--- src/rtl/pipe_ctrl_pkg.sv ---
// ---------------------------------------------------------------------------
// pipe_ctrl_pkg
// Shared definitions for the pipeline hazard/sequencing controller.
// Decode uses the same bubble constants, so they live here and not in the
// controller itself.
//   ctrl_state_e : controller FSM encodings (also driven out on state_o)
//   ZERO_REG     : architectural x0, never pending and never a hazard
//   NOP_INST     : canonical bubble instruction (ADDI x0, x0, 0)
//   STALL_CNT_W  : width of the consecutive-stall counter
// ---------------------------------------------------------------------------
package pipe_ctrl_pkg;

  typedef enum logic [1:0] {
    CTRL_RUN        = 2'd0,
    CTRL_STALL_RAW  = 2'd1,
    CTRL_STALL_BUSY = 2'd2,
    CTRL_FLUSH      = 2'd3
  } ctrl_state_e;

  localparam logic [4:0]  ZERO_REG    = 5'd0;
  localparam logic [31:0] NOP_INST    = 32'h0000_0013;
  localparam int unsigned STALL_CNT_W = 16;

  // Both stall flavours count toward the deadlock timeout.
  function automatic logic is_stall(input ctrl_state_e s);
    return (s == CTRL_STALL_RAW) || (s == CTRL_STALL_BUSY);
  endfunction

endpackage

--- src/rtl/pipe_ctrl_if.sv ---
// ---------------------------------------------------------------------------
// pipe_ctrl_if
// Bundle of every signal exchanged between the pipeline stages and the
// hazard controller. Names keep the controller-side _i/_o suffixes.
//   master : pipeline side (drives decode/execute/writeback status,
//            receives hold/flush/redirect controls)
//   slave  : pipe_ctrl side
// ---------------------------------------------------------------------------
interface pipe_ctrl_if;

  logic        id_valid_i;
  logic [4:0]  id_rs1_addr_i;
  logic [4:0]  id_rs2_addr_i;
  logic        id_rs1_ren_i;
  logic        id_rs2_ren_i;
  logic [4:0]  id_rd_addr_i;
  logic        id_reg_wen_i;
  logic        ex_jump_en_i;
  logic [31:0] ex_jump_addr_i;
  logic        ex_busy_i;
  logic        wb_wen_i;
  logic [4:0]  wb_rd_addr_i;

  logic        hold_pc_o;
  logic        hold_if_id_o;
  logic        flush_if_id_o;
  logic        flush_id_ex_o;
  logic        jump_en_o;
  logic [31:0] jump_addr_o;
  logic [1:0]  state_o;
  logic        deadlock_o;

  modport master (
    output id_valid_i, id_rs1_addr_i, id_rs2_addr_i, id_rs1_ren_i, id_rs2_ren_i,
           id_rd_addr_i, id_reg_wen_i, ex_jump_en_i, ex_jump_addr_i, ex_busy_i,
           wb_wen_i, wb_rd_addr_i,
    input  hold_pc_o, hold_if_id_o, flush_if_id_o, flush_id_ex_o, jump_en_o,
           jump_addr_o, state_o, deadlock_o
  );

  modport slave (
    input  id_valid_i, id_rs1_addr_i, id_rs2_addr_i, id_rs1_ren_i, id_rs2_ren_i,
           id_rd_addr_i, id_reg_wen_i, ex_jump_en_i, ex_jump_addr_i, ex_busy_i,
           wb_wen_i, wb_rd_addr_i,
    output hold_pc_o, hold_if_id_o, flush_if_id_o, flush_id_ex_o, jump_en_o,
           jump_addr_o, state_o, deadlock_o
  );

endinterface

--- src/rtl/pipe_ctrl_scoreboard.sv ---
// ---------------------------------------------------------------------------
// pipe_ctrl_scoreboard
// Register-write scoreboard for x1..x31: one pending bit per register that
// has an in-flight writer between decode and writeback.
//   clk, rst_n            : clock, async active-low reset (clears all bits)
//   set_en / set_addr     : mark a register pending (issue with write-back)
//   clr_en / clr_addr     : retire a register (writeback)
//   rs1_addr / rs2_addr   : lookup addresses
//   rs1_pend / rs2_pend   : registered pending bit of each lookup (x0 -> 0)
// ---------------------------------------------------------------------------
module pipe_ctrl_scoreboard (
  input  logic       clk,
  input  logic       rst_n,
  input  logic       set_en,
  input  logic [4:0] set_addr,
  input  logic       clr_en,
  input  logic [4:0] clr_addr,
  input  logic [4:0] rs1_addr,
  input  logic [4:0] rs2_addr,
  output logic       rs1_pend,
  output logic       rs2_pend
);

  logic [31:1] pend_q;
  logic [31:1] pend_d;
  logic [31:0] pend_view;

  // The loop starts at 1 so x0 can never be set. When a new writer issues
  // to the same register that is retiring this cycle, the set term wins.
  always_comb begin
    pend_d = pend_q;
    for (int i = 1; i < 32; i++) begin
      pend_d[i] = (set_en && (set_addr == 5'(i))) ||
                  (pend_q[i] && !(clr_en && (clr_addr == 5'(i))));
    end
  end

  always_ff @(posedge clk or negedge rst_n) begin
    if (!rst_n) begin
      pend_q <= '0;
    end else begin
      pend_q <= pend_d;
    end
  end

  // Bit 0 of the view is a hard zero so x0 lookups never report pending.
  assign pend_view = {pend_q, 1'b0};
  assign rs1_pend  = pend_view[rs1_addr];
  assign rs2_pend  = pend_view[rs2_addr];

endmodule

--- src/rtl/pipe_ctrl.sv ---
// ---------------------------------------------------------------------------
// pipe_ctrl
// Hazard and sequencing controller for the 5-stage RV32 core. Tracks
// in-flight register writes, stalls decode on read-after-write hazards and
// multi-cycle execute ops, squashes wrong-path fetches on a taken jump and
// flags a stall that never resolves.
//   MAX_STALL : consecutive stall cycles before deadlock_o sets (1..65535)
//   clk       : core clock
//   rst_n     : async active-low reset
//   bus       : pipe_ctrl_if.slave (decode/execute/writeback status in,
//               hold/flush/redirect/state/deadlock out)
// ---------------------------------------------------------------------------
module pipe_ctrl
  import pipe_ctrl_pkg::*;
#(
  parameter int unsigned MAX_STALL = 255
) (
  input  logic        clk,
  input  logic        rst_n,
  pipe_ctrl_if.slave  bus
);

  ctrl_state_e            state_q, state_d;
  logic [STALL_CNT_W-1:0] stall_cnt_q, stall_cnt_d;
  logic                   deadlock_q, deadlock_d;

  logic rs1_pend, rs2_pend;
  logic rs1_haz, rs2_haz, raw_haz;
  logic issue, set_en;

  logic hold_pc, hold_if_id, flush_if_id, flush_id_ex, jump_en;

  pipe_ctrl_scoreboard u_scoreboard (
    .clk      (clk),
    .rst_n    (rst_n),
    .set_en   (set_en),
    .set_addr (bus.id_rd_addr_i),
    .clr_en   (bus.wb_wen_i),
    .clr_addr (bus.wb_rd_addr_i),
    .rs1_addr (bus.id_rs1_addr_i),
    .rs2_addr (bus.id_rs2_addr_i),
    .rs1_pend (rs1_pend),
    .rs2_pend (rs2_pend)
  );

  // A writeback to the same register this cycle resolves the hazard because
  // the regfile is write-first.
  assign rs1_haz = bus.id_rs1_ren_i && rs1_pend && (bus.id_rs1_addr_i != ZERO_REG) &&
                   !(bus.wb_wen_i && (bus.wb_rd_addr_i == bus.id_rs1_addr_i));
  assign rs2_haz = bus.id_rs2_ren_i && rs2_pend && (bus.id_rs2_addr_i != ZERO_REG) &&
                   !(bus.wb_wen_i && (bus.wb_rd_addr_i == bus.id_rs2_addr_i));
  assign raw_haz = rs1_haz || rs2_haz;

  // A jump squashes the decode instruction, so it must not claim its rd.
  assign issue  = bus.id_valid_i && !hold_if_id && !bus.ex_jump_en_i;
  assign set_en = issue && bus.id_reg_wen_i;

  // Priority jump > busy > RAW. Busy does not bubble id_ex because execute
  // holds its own register; RAW inserts a bubble. All controls are forced
  // low while reset is asserted.
  always_comb begin
    state_d     = CTRL_RUN;
    hold_pc     = 1'b0;
    hold_if_id  = 1'b0;
    flush_if_id = 1'b0;
    flush_id_ex = 1'b0;
    jump_en     = 1'b0;
    if (rst_n) begin
      if (bus.ex_jump_en_i) begin
        state_d     = CTRL_FLUSH;
        jump_en     = 1'b1;
        flush_if_id = 1'b1;
        flush_id_ex = 1'b1;
      end else if (bus.ex_busy_i) begin
        state_d    = CTRL_STALL_BUSY;
        hold_pc    = 1'b1;
        hold_if_id = 1'b1;
      end else if (raw_haz) begin
        state_d     = CTRL_STALL_RAW;
        hold_pc     = 1'b1;
        hold_if_id  = 1'b1;
        flush_id_ex = 1'b1;
      end
    end
  end

  // Count consecutive stall cycles (saturating); any RUN or FLUSH restarts
  // the count. The deadlock flag is sticky until reset.
  always_comb begin
    stall_cnt_d = '0;
    if (is_stall(state_d)) begin
      stall_cnt_d = (stall_cnt_q == '1) ? stall_cnt_q : stall_cnt_q + 1'b1;
    end
    deadlock_d = deadlock_q || (stall_cnt_d >= STALL_CNT_W'(MAX_STALL));
  end

  always_ff @(posedge clk or negedge rst_n) begin
    if (!rst_n) begin
      state_q     <= CTRL_RUN;
      stall_cnt_q <= '0;
      deadlock_q  <= 1'b0;
    end else begin
      state_q     <= state_d;
      stall_cnt_q <= stall_cnt_d;
      deadlock_q  <= deadlock_d;
    end
  end

  assign bus.hold_pc_o     = hold_pc;
  assign bus.hold_if_id_o  = hold_if_id;
  assign bus.flush_if_id_o = flush_if_id;
  assign bus.flush_id_ex_o = flush_id_ex;
  assign bus.jump_en_o     = jump_en;
  assign bus.jump_addr_o   = bus.ex_jump_addr_i;
  assign bus.state_o       = state_q;
  assign bus.deadlock_o    = deadlock_q;

endmodule
--- src/flat_wrapper.sv ---
// flat-port wrapper written by rule: the top's interface ports become plain ports
module pipe_ctrl_flat import pipe_ctrl_pkg::*;
#(
  parameter int unsigned MAX_STALL = 255
)
  (clk, rst_n, bus_id_valid_i, bus_id_rs1_addr_i, bus_id_rs2_addr_i, bus_id_rs1_ren_i, bus_id_rs2_ren_i, bus_id_rd_addr_i, bus_id_reg_wen_i, bus_ex_jump_en_i, bus_ex_jump_addr_i, bus_ex_busy_i, bus_wb_wen_i, bus_wb_rd_addr_i, bus_hold_pc_o, bus_hold_if_id_o, bus_flush_if_id_o, bus_flush_id_ex_o, bus_jump_en_o, bus_jump_addr_o, bus_state_o, bus_deadlock_o);
  pipe_ctrl_if bus_i ();
  input  logic clk;
  input  logic rst_n;
  input wire logic [$bits(bus_i.id_valid_i)-1:0] bus_id_valid_i;
  input wire logic [$bits(bus_i.id_rs1_addr_i)-1:0] bus_id_rs1_addr_i;
  input wire logic [$bits(bus_i.id_rs2_addr_i)-1:0] bus_id_rs2_addr_i;
  input wire logic [$bits(bus_i.id_rs1_ren_i)-1:0] bus_id_rs1_ren_i;
  input wire logic [$bits(bus_i.id_rs2_ren_i)-1:0] bus_id_rs2_ren_i;
  input wire logic [$bits(bus_i.id_rd_addr_i)-1:0] bus_id_rd_addr_i;
  input wire logic [$bits(bus_i.id_reg_wen_i)-1:0] bus_id_reg_wen_i;
  input wire logic [$bits(bus_i.ex_jump_en_i)-1:0] bus_ex_jump_en_i;
  input wire logic [$bits(bus_i.ex_jump_addr_i)-1:0] bus_ex_jump_addr_i;
  input wire logic [$bits(bus_i.ex_busy_i)-1:0] bus_ex_busy_i;
  input wire logic [$bits(bus_i.wb_wen_i)-1:0] bus_wb_wen_i;
  input wire logic [$bits(bus_i.wb_rd_addr_i)-1:0] bus_wb_rd_addr_i;
  output wire logic [$bits(bus_i.hold_pc_o)-1:0] bus_hold_pc_o;
  output wire logic [$bits(bus_i.hold_if_id_o)-1:0] bus_hold_if_id_o;
  output wire logic [$bits(bus_i.flush_if_id_o)-1:0] bus_flush_if_id_o;
  output wire logic [$bits(bus_i.flush_id_ex_o)-1:0] bus_flush_id_ex_o;
  output wire logic [$bits(bus_i.jump_en_o)-1:0] bus_jump_en_o;
  output wire logic [$bits(bus_i.jump_addr_o)-1:0] bus_jump_addr_o;
  output wire logic [$bits(bus_i.state_o)-1:0] bus_state_o;
  output wire logic [$bits(bus_i.deadlock_o)-1:0] bus_deadlock_o;
  assign bus_i.id_valid_i = bus_id_valid_i;
  assign bus_i.id_rs1_addr_i = bus_id_rs1_addr_i;
  assign bus_i.id_rs2_addr_i = bus_id_rs2_addr_i;
  assign bus_i.id_rs1_ren_i = bus_id_rs1_ren_i;
  assign bus_i.id_rs2_ren_i = bus_id_rs2_ren_i;
  assign bus_i.id_rd_addr_i = bus_id_rd_addr_i;
  assign bus_i.id_reg_wen_i = bus_id_reg_wen_i;
  assign bus_i.ex_jump_en_i = bus_ex_jump_en_i;
  assign bus_i.ex_jump_addr_i = bus_ex_jump_addr_i;
  assign bus_i.ex_busy_i = bus_ex_busy_i;
  assign bus_i.wb_wen_i = bus_wb_wen_i;
  assign bus_i.wb_rd_addr_i = bus_wb_rd_addr_i;
  assign bus_hold_pc_o = bus_i.hold_pc_o;
  assign bus_hold_if_id_o = bus_i.hold_if_id_o;
  assign bus_flush_if_id_o = bus_i.flush_if_id_o;
  assign bus_flush_id_ex_o = bus_i.flush_id_ex_o;
  assign bus_jump_en_o = bus_i.jump_en_o;
  assign bus_jump_addr_o = bus_i.jump_addr_o;
  assign bus_state_o = bus_i.state_o;
  assign bus_deadlock_o = bus_i.deadlock_o;
  pipe_ctrl #(.MAX_STALL(MAX_STALL)) u_core (.clk(clk), .rst_n(rst_n), .bus(bus_i));
endmodule
--- config.mk ---
export PLATFORM = sky130hd
export DESIGN_NAME = pipe_ctrl_flat
export DESIGN_NICKNAME = d
export VERILOG_FILES = /design/src/rtl/pipe_ctrl_pkg.sv /design/src/rtl/pipe_ctrl_if.sv /design/src/rtl/pipe_ctrl_scoreboard.sv /design/src/rtl/pipe_ctrl.sv /design/src/flat_wrapper.sv
export SDC_FILE = /design/constraint.sdc
export NUM_CORES = 1
export LEC_CHECK = 0
export CAP_MARGIN = 20
export CORE_MARGIN = 2
export CORE_UTILIZATION = 48
export DETAILED_ROUTE_END_ITERATION = 10
export PLACE_DENSITY = 0.83
export SETUP_SLACK_MARGIN = 0.05
export SLEW_MARGIN = 20
export SYNTH_ARGS = -nofsm -noshare
export SYNTH_HDL_FRONTEND = slang
export SYNTH_SLANG_ARGS = --single-unit
--- constraint.sdc ---
create_clock -name clk -period 4.3 [get_ports clk]
set_clock_uncertainty 0.15 [all_clocks]
set_input_delay 0.86 -clock clk [delete_from_list [all_inputs] [get_ports clk]]
set_output_delay 0.86 -clock clk [all_outputs]
set_load 0.02 [all_outputs]
# ---- Word level (Yosys, flattened, before mapping)
# Index checks and enable logic that the tools add are counted.
dict set report word_totals {
  register_bits 50
  output_inout_bits 40
}
dict set report classes {
  add_sub_neg 1
  magnitude_cmp 3
  n_eq_ne 67
  muxes 19
  n_reduce_logical 175
}
# cell n
set ops {}
lappend ops {{5-bit equality test, second input constant} 32}
lappend ops {{1-bit logical AND} 104}
lappend ops {{5-bit by 4-bit equality test with 1-bit output, second input constant} 16}
lappend ops {{5-bit by 3-bit equality test with 1-bit output, second input constant} 8}
lappend ops {{1-bit logical NOT} 35}
lappend ops {{1-bit logical OR} 34}
lappend ops {{16-bit two-way mux} 2}
lappend ops {{5-bit by 2-bit equality test with 1-bit output, second input constant} 4}
lappend ops {{16-bit by 1-bit adder with 16-bit output, second input constant} 1}
lappend ops {{16-bit equality test, second input constant} 1}
lappend ops {{16-bit by 8-bit greater-or-equal comparator with 1-bit output, second input constant} 1}
lappend ops {{5-bit by 6-bit less-than comparator with 1-bit output, second input constant} 2}
lappend ops {{1-bit two-way mux} 12}
lappend ops {{1-bit binary-select mux with 5-bit select} 2}
lappend ops {{5-bit by 1-bit equality test with 1-bit output, second input constant} 2}
lappend ops {{5-bit equality test} 2}
lappend ops {{5-bit nonzero test} 2}
lappend ops {{2-bit two-way mux} 3}
lappend ops {{2-bit by 1-bit equality test with 1-bit output, second input constant} 1}
lappend ops {{2-bit equality test, second input constant} 1}

# ---- Logic depth before layout (Yosys ltp)
dict set report logic_depth {
  ltp_word 16
  mapped_depth 9
  depth_no_buf 7
}

# ---- Cells and area by module
# A second synthesis with hierarchy kept.
dict set report hier_totals {
  hier_cells 387
  area_unflattened_um2 3497.1
}
# module n_inst cells_each area_per_inst_um2 seq_area_each_um2
set by_module_without_submodules {}
lappend by_module_without_submodules {pipe_ctrl_scoreboard 1 203 1891.8 775.7}
lappend by_module_without_submodules {pipe_ctrl 1 184 1605.3 475.5}

# ---- Worst setup path before layout
# OpenSTA, ideal clock, no wires.
dict set report synth_path {
  path_type {input-to-output}
  from {in bus_id_rs2_addr_i[3]}
  to {out bus_hold_pc_o}
  t_arrival_ps 2738
  slack_ps 552
  cell_stages 9
  n_path_buf 3
  path_cell_list {clkbuf_2 -> mux4_2 -> nor2b_1 -> or4_1 -> a41o_1 -> a311o_1 -> inv_4 -> buf_6 -> buf_4}
}
dict set report synth_via {
  elab_chain_cells 10
  elab_cells_between_ends 14
}
# item line_no
set synth_rtl {}
lappend synth_rtl {{start, declared} flat_wrapper.sv:12} ;# input wire logic [$bits(bus_i.id_rs2_addr_i)-1:0] bus_id_rs2_addr_i;
lappend synth_rtl {{1-bit binary-select mux with 5-bit select} pipe_ctrl_scoreboard.sv:49} ;# assign rs2_pend = pend_view[rs2_addr];
lappend synth_rtl {{1-bit two-way mux (implied by the code)} pipe_ctrl_scoreboard.sv:49}
lappend synth_rtl {{1-bit logical AND (2 in series)} pipe_ctrl.sv:50} ;# assign rs2_haz = bus.id_rs2_ren_i && rs2_pend && (bus.id_rs2_addr_i != ZERO_REG) &&
lappend synth_rtl {{1-bit logical AND *} pipe_ctrl.sv:50}
lappend synth_rtl {{1-bit logical OR *} pipe_ctrl.sv:52} ;# assign raw_haz = rs1_haz || rs2_haz;
lappend synth_rtl {{1-bit two-way mux * (4 in series)} -}
lappend synth_rtl {{end, declared} flat_wrapper.sv:22} ;# output wire logic [$bits(bus_i.hold_pc_o)-1:0] bus_hold_pc_o;
# Mark *: on every way between the ends. The rest lies on a longest branch, timed or not. The select of a mux whose other input is x is not followed.

# ---- Worst setup path after layout
dict set report layout_path {
  from {in bus_id_rs2_addr_i[0]}
  to {out bus_hold_if_id_o}
}
dict set report layout_via {
  elab_chain_cells 10
  elab_cells_between_ends 14
}
# item line_no
set layout_rtl {}
lappend layout_rtl {{1-bit binary-select mux with 5-bit select} pipe_ctrl_scoreboard.sv:49}
lappend layout_rtl {{1-bit two-way mux (implied by the code)} pipe_ctrl_scoreboard.sv:49}
lappend layout_rtl {{1-bit logical AND (2 in series)} pipe_ctrl.sv:50}
lappend layout_rtl {{1-bit logical AND *} pipe_ctrl.sv:50}
lappend layout_rtl {{1-bit logical OR *} pipe_ctrl.sv:52}
lappend layout_rtl {{1-bit two-way mux *} pipe_ctrl.sv:78} ;# end else if (raw_haz) begin
lappend layout_rtl {{1-bit two-way mux *} pipe_ctrl.sv:74} ;# end else if (bus.ex_busy_i) begin
lappend layout_rtl {{1-bit two-way mux *} pipe_ctrl.sv:69} ;# if (bus.ex_jump_en_i) begin
lappend layout_rtl {{1-bit two-way mux *} pipe_ctrl.sv:68} ;# if (rst_n) begin
lappend layout_rtl {{end, declared} flat_wrapper.sv:23} ;# output wire logic [$bits(bus_i.hold_if_id_o)-1:0] bus_hold_if_id_o;
# Marked as above.

==> flow_metrics.env <==
export IMPL_crit_path_start="bus_id_rs2_addr_i[0]"
export IMPL_synth_area_um2=3450
export IMPL_die_area_um2=7890
export IMPL_muxShareOfSynthArea_pct=11.4
export IMPL_hold_path_startpoint="u_core.u_scoreboard.pend_q[19]$_DFF_PN0_"
export IMPL_worstPathMaxFanout=7
export IMPL_dp_hpwl_um=6570
export IMPL_nets=443
export IMPL_ys_ff_latch=50
export IMPL_synth_distinct_cells=54
export IMPL_arrival_ns=3.12
export IMPL_synth_top_family_by_area="compound AO/OA/AOI/OAI gates"
export IMPL_port_buffers=36
export IMPL_finalHoldViolCount=0
export IMPL_via_count=2890
export IMPL_dp_cells=466
export IMPL_netlist_instances=372
export IMPL_synth_compound_area_share_pct=17.7
export IMPL_slew_violations=0
export IMPL_syn_to_final_growth_pct=12.0
export IMPL_final_cell_count_no_fill=478
export IMPL_antenna_found_initial=0
export IMPL_rsz0062_at_grt="false"
export IMPL_rows=30
export IMPL_drtIter0Drc=424
export IMPL_place_gp_congestion=0.901
export IMPL_start_kind="input pin"
export IMPL_final_util_pct=56.3
export IMPL_clk_pin_slew_ns=0.09
export IMPL_grt_use_total_pct=23.3
export IMPL_grt_max_degree=53
export IMPL_async_flop_share_pct=100
export IMPL_ios=101
export IMPL_synth_simple_area_share_pct=17.3
export IMPL_synth_xor_area_share_pct=5.58
export IMPL_ys_seq_area_share_pct=36.2
export IMPL_cts_made_buffers=5
export IMPL_vias_per_cell=6.05
export IMPL_worstSkewPairLatency_ns=0.32
export IMPL_setup_ws_ns=0.171
export IMPL_slew_headroom_pct=57.7
export IMPL_clockBufferDepth=2
export IMPL_maxCapViolCount=0
export IMPL_fmax_mhz=242
export IMPL_final_cell_mix="dfrtp_1, o21ai_0, clkdlybuf4s50_1"
export IMPL_grt_pass1_wl_um=14200
export IMPL_power_leakage_uw=0.00155
export IMPL_core_area_um2=6870
export IMPL_mostFrequentLayoutCell="dfrtp_1"
export IMPL_power_uw=1100
export IMPL_p_per_area_nw_per_um2=284
export IMPL_drc=0
export IMPL_period_share_pct=96.0
export IMPL_htreeDepth=2
export IMPL_synthAdderAreaFrac_pct=0.362
export IMPL_peakVddDrop_v=0.000157
export IMPL_setup_viol=0
export IMPL_clock_sinks=50
export IMPL_synth_area_per_cell_um2=9.28
export IMPL_ys_warn_count=0
export IMPL_tns_ns=0
export IMPL_antenna_cells=0
export IMPL_wirelength_um=8760
export IMPL_worstMarginPinSlew_ns=0.632
export IMPL_ant_nets=0
export IMPL_cts_tree="built"
export IMPL_grt_pass1_vias=2916
export IMPL_initial_core_util_pct=50.3
export IMPL_wl_per_cell_um=18.3
export IMPL_worstSetupPathType="input pin to output port"
export IMPL_grt_overflow=0
export IMPL_cp_end_kind="output port"
export IMPL_drive_gt1_share_pct=13.9
export IMPL_die_w_um=88.8
export IMPL_synthFlopType="dfrtp_1"
export IMPL_cts_root_buf="clkbuf_8"
export IMPL_first_pass_iters=4
export IMPL_hold_class="flip-flop to flip-flop"
export IMPL_synth_nets=434
export IMPL_die_y_um=88.8
export IMPL_period_minus_slack_ns=4.13
export IMPL_crit_required_ns=3.29
export IMPL_synth_edf_count=0
export IMPL_dp_slack_ns=-0.301
export IMPL_r2r_start="u_core.u_scoreboard.pend_q[22]$_DFF_PN0_"
export IMPL_status="finished, final reports clean"
cell families after synthesis:
kind of cell | Yosys count
adder cells (fa/ha/maj) | 1
multiplexers | 25
buffers and inverters | 65
XOR/XNOR | 22
flip-flops | 50
AND/OR/NAND/NOR | 117
AO/OA/AOI/OAI | 92
cells in the mapped netlist (3+ instances only):
| library cell | n | share of area, % |
|---|---|---|
| dfrtp_1 | 50 | 36 |
| o21ai_0 | 37 | 5.4 |
| buf_4 | 36 | 7.8 |
| nand2_1 | 26 | 2.8 |
| nor2_1 | 22 | 2.4 |
| o31ai_1 | 22 | 4.8 |
| xnor2_1 | 19 | 4.8 |
| nand3_1 | 16 | 2.3 |
| clkbuf_1 | 12 | 1.3 |
| mux4_2 | 11 | 7.2 |
| mux2i_1 | 10 | 2.9 |
| nor2b_1 | 10 | 1.8 |
| nand4_1 | 9 | 1.6 |
| inv_1 | 8 | 0.87 |
| o41ai_1 | 7 | 1.8 |
| nand2b_1 | 6 | 1.1 |
| nor3_1 | 6 | 0.87 |
| a21oi_1 | 5 | 0.72 |
| and2_1 | 5 | 0.91 |
| mux2_2 | 4 | 1.3 |
| and3_1 | 3 | 0.54 |
| buf_2 | 3 | 0.43 |
| or2_2 | 3 | 0.54 |
| xor2_1 | 3 | 0.76 |
what timing repair did:
item,CTS,global route
setup endpoints to repair,3,3
hold buffers,0,0
gates resized for setup,7,7
pin swaps,1,2
buffers inserted,0,4
per-stage QoR:
stage	hold slack [ns]	cell area [µm²]
floorplan	0.330	3450
global placement	0.374	3720
detailed placement	0.376	3720
CTS	0.401	3830
global route	0.432	3870
finish	0.412	3870
flip-flops by register name, indices dropped and copies added, names as in the netlist:
| name | cells |
|---|---|
| u_core.stall_cnt_q | 16 |
| u_core.bus.state_o | 2 |
| u_core.bus.deadlock_o | 1 |
| u_core.u_scoreboard.pend_q | 31 |
path summary, 6_finish.rpt:
check	to	slack (ns)	cells after the start
max	bus_hold_if_id_o	0.17	9
min	u_core.u_scoreboard.pend_q[19]$_DFF_PN0_	0.41	2
max reg2reg	u_core.u_scoreboard.pend_q[13]$_DFF_PN0_	1.58	8
min reg2reg	u_core.u_scoreboard.pend_q[19]$_DFF_PN0_	0.41	2
max in group asynchronous	u_core.u_scoreboard.pend_q[30]$_DFF_PN0_	3.05	2
min in group asynchronous	u_core.stall_cnt_q[7]$_DFF_PN0_	0.50	2
metal layers:
| metal | up-vias | share of wire (%) | GRT usage, % |
|---|---|---|---|
| met5 | - | 0 | 0 |
| met4 | 0 | 2.3 | 8.54 |
| met3 | 25 | 7.6 | 4.38 |
| met2 | 130 | 49 | 38.4 |
| met1 | 1385 | 41 | 30.8 |
| li1 | 1350 | - | - |
worst max-delay path, cell delays in order:
cell and delay, ns:
clkdlybuf4s50_1 0.48, buf_6 0.13, mux4_2 0.50, and4b_1 0.20
a31oi_1 0.15, a41o_1 0.20, a311o_1 0.31, inv_4 0.05
clkdlybuf4s15_2 0.25
where the power goes:
part | switching, µW | internal (µW) | leakage [µW]
Clock | 169 | 177 | 0.0000587
Sequential | 30.5 | 504 | 0.000676
Combinational | 110 | 110 | 0.000819
Total | 309 | 790 | 0.00155
final cells by class:
type | count | area, µm²
Inverter | 9 | 36.3
Tap cell | 96 | 120
Clock inverter | 3 | 47.5
Timing Repair Buffer | 58 | 536
Multi-Input combinational cell | 257 | 1810
Clock buffer | 5 | 68.8
Sequential cell | 50 | 1250
Fill cell | 585 | 3000
No activity file was read; power rests on OpenSTA's default activity.
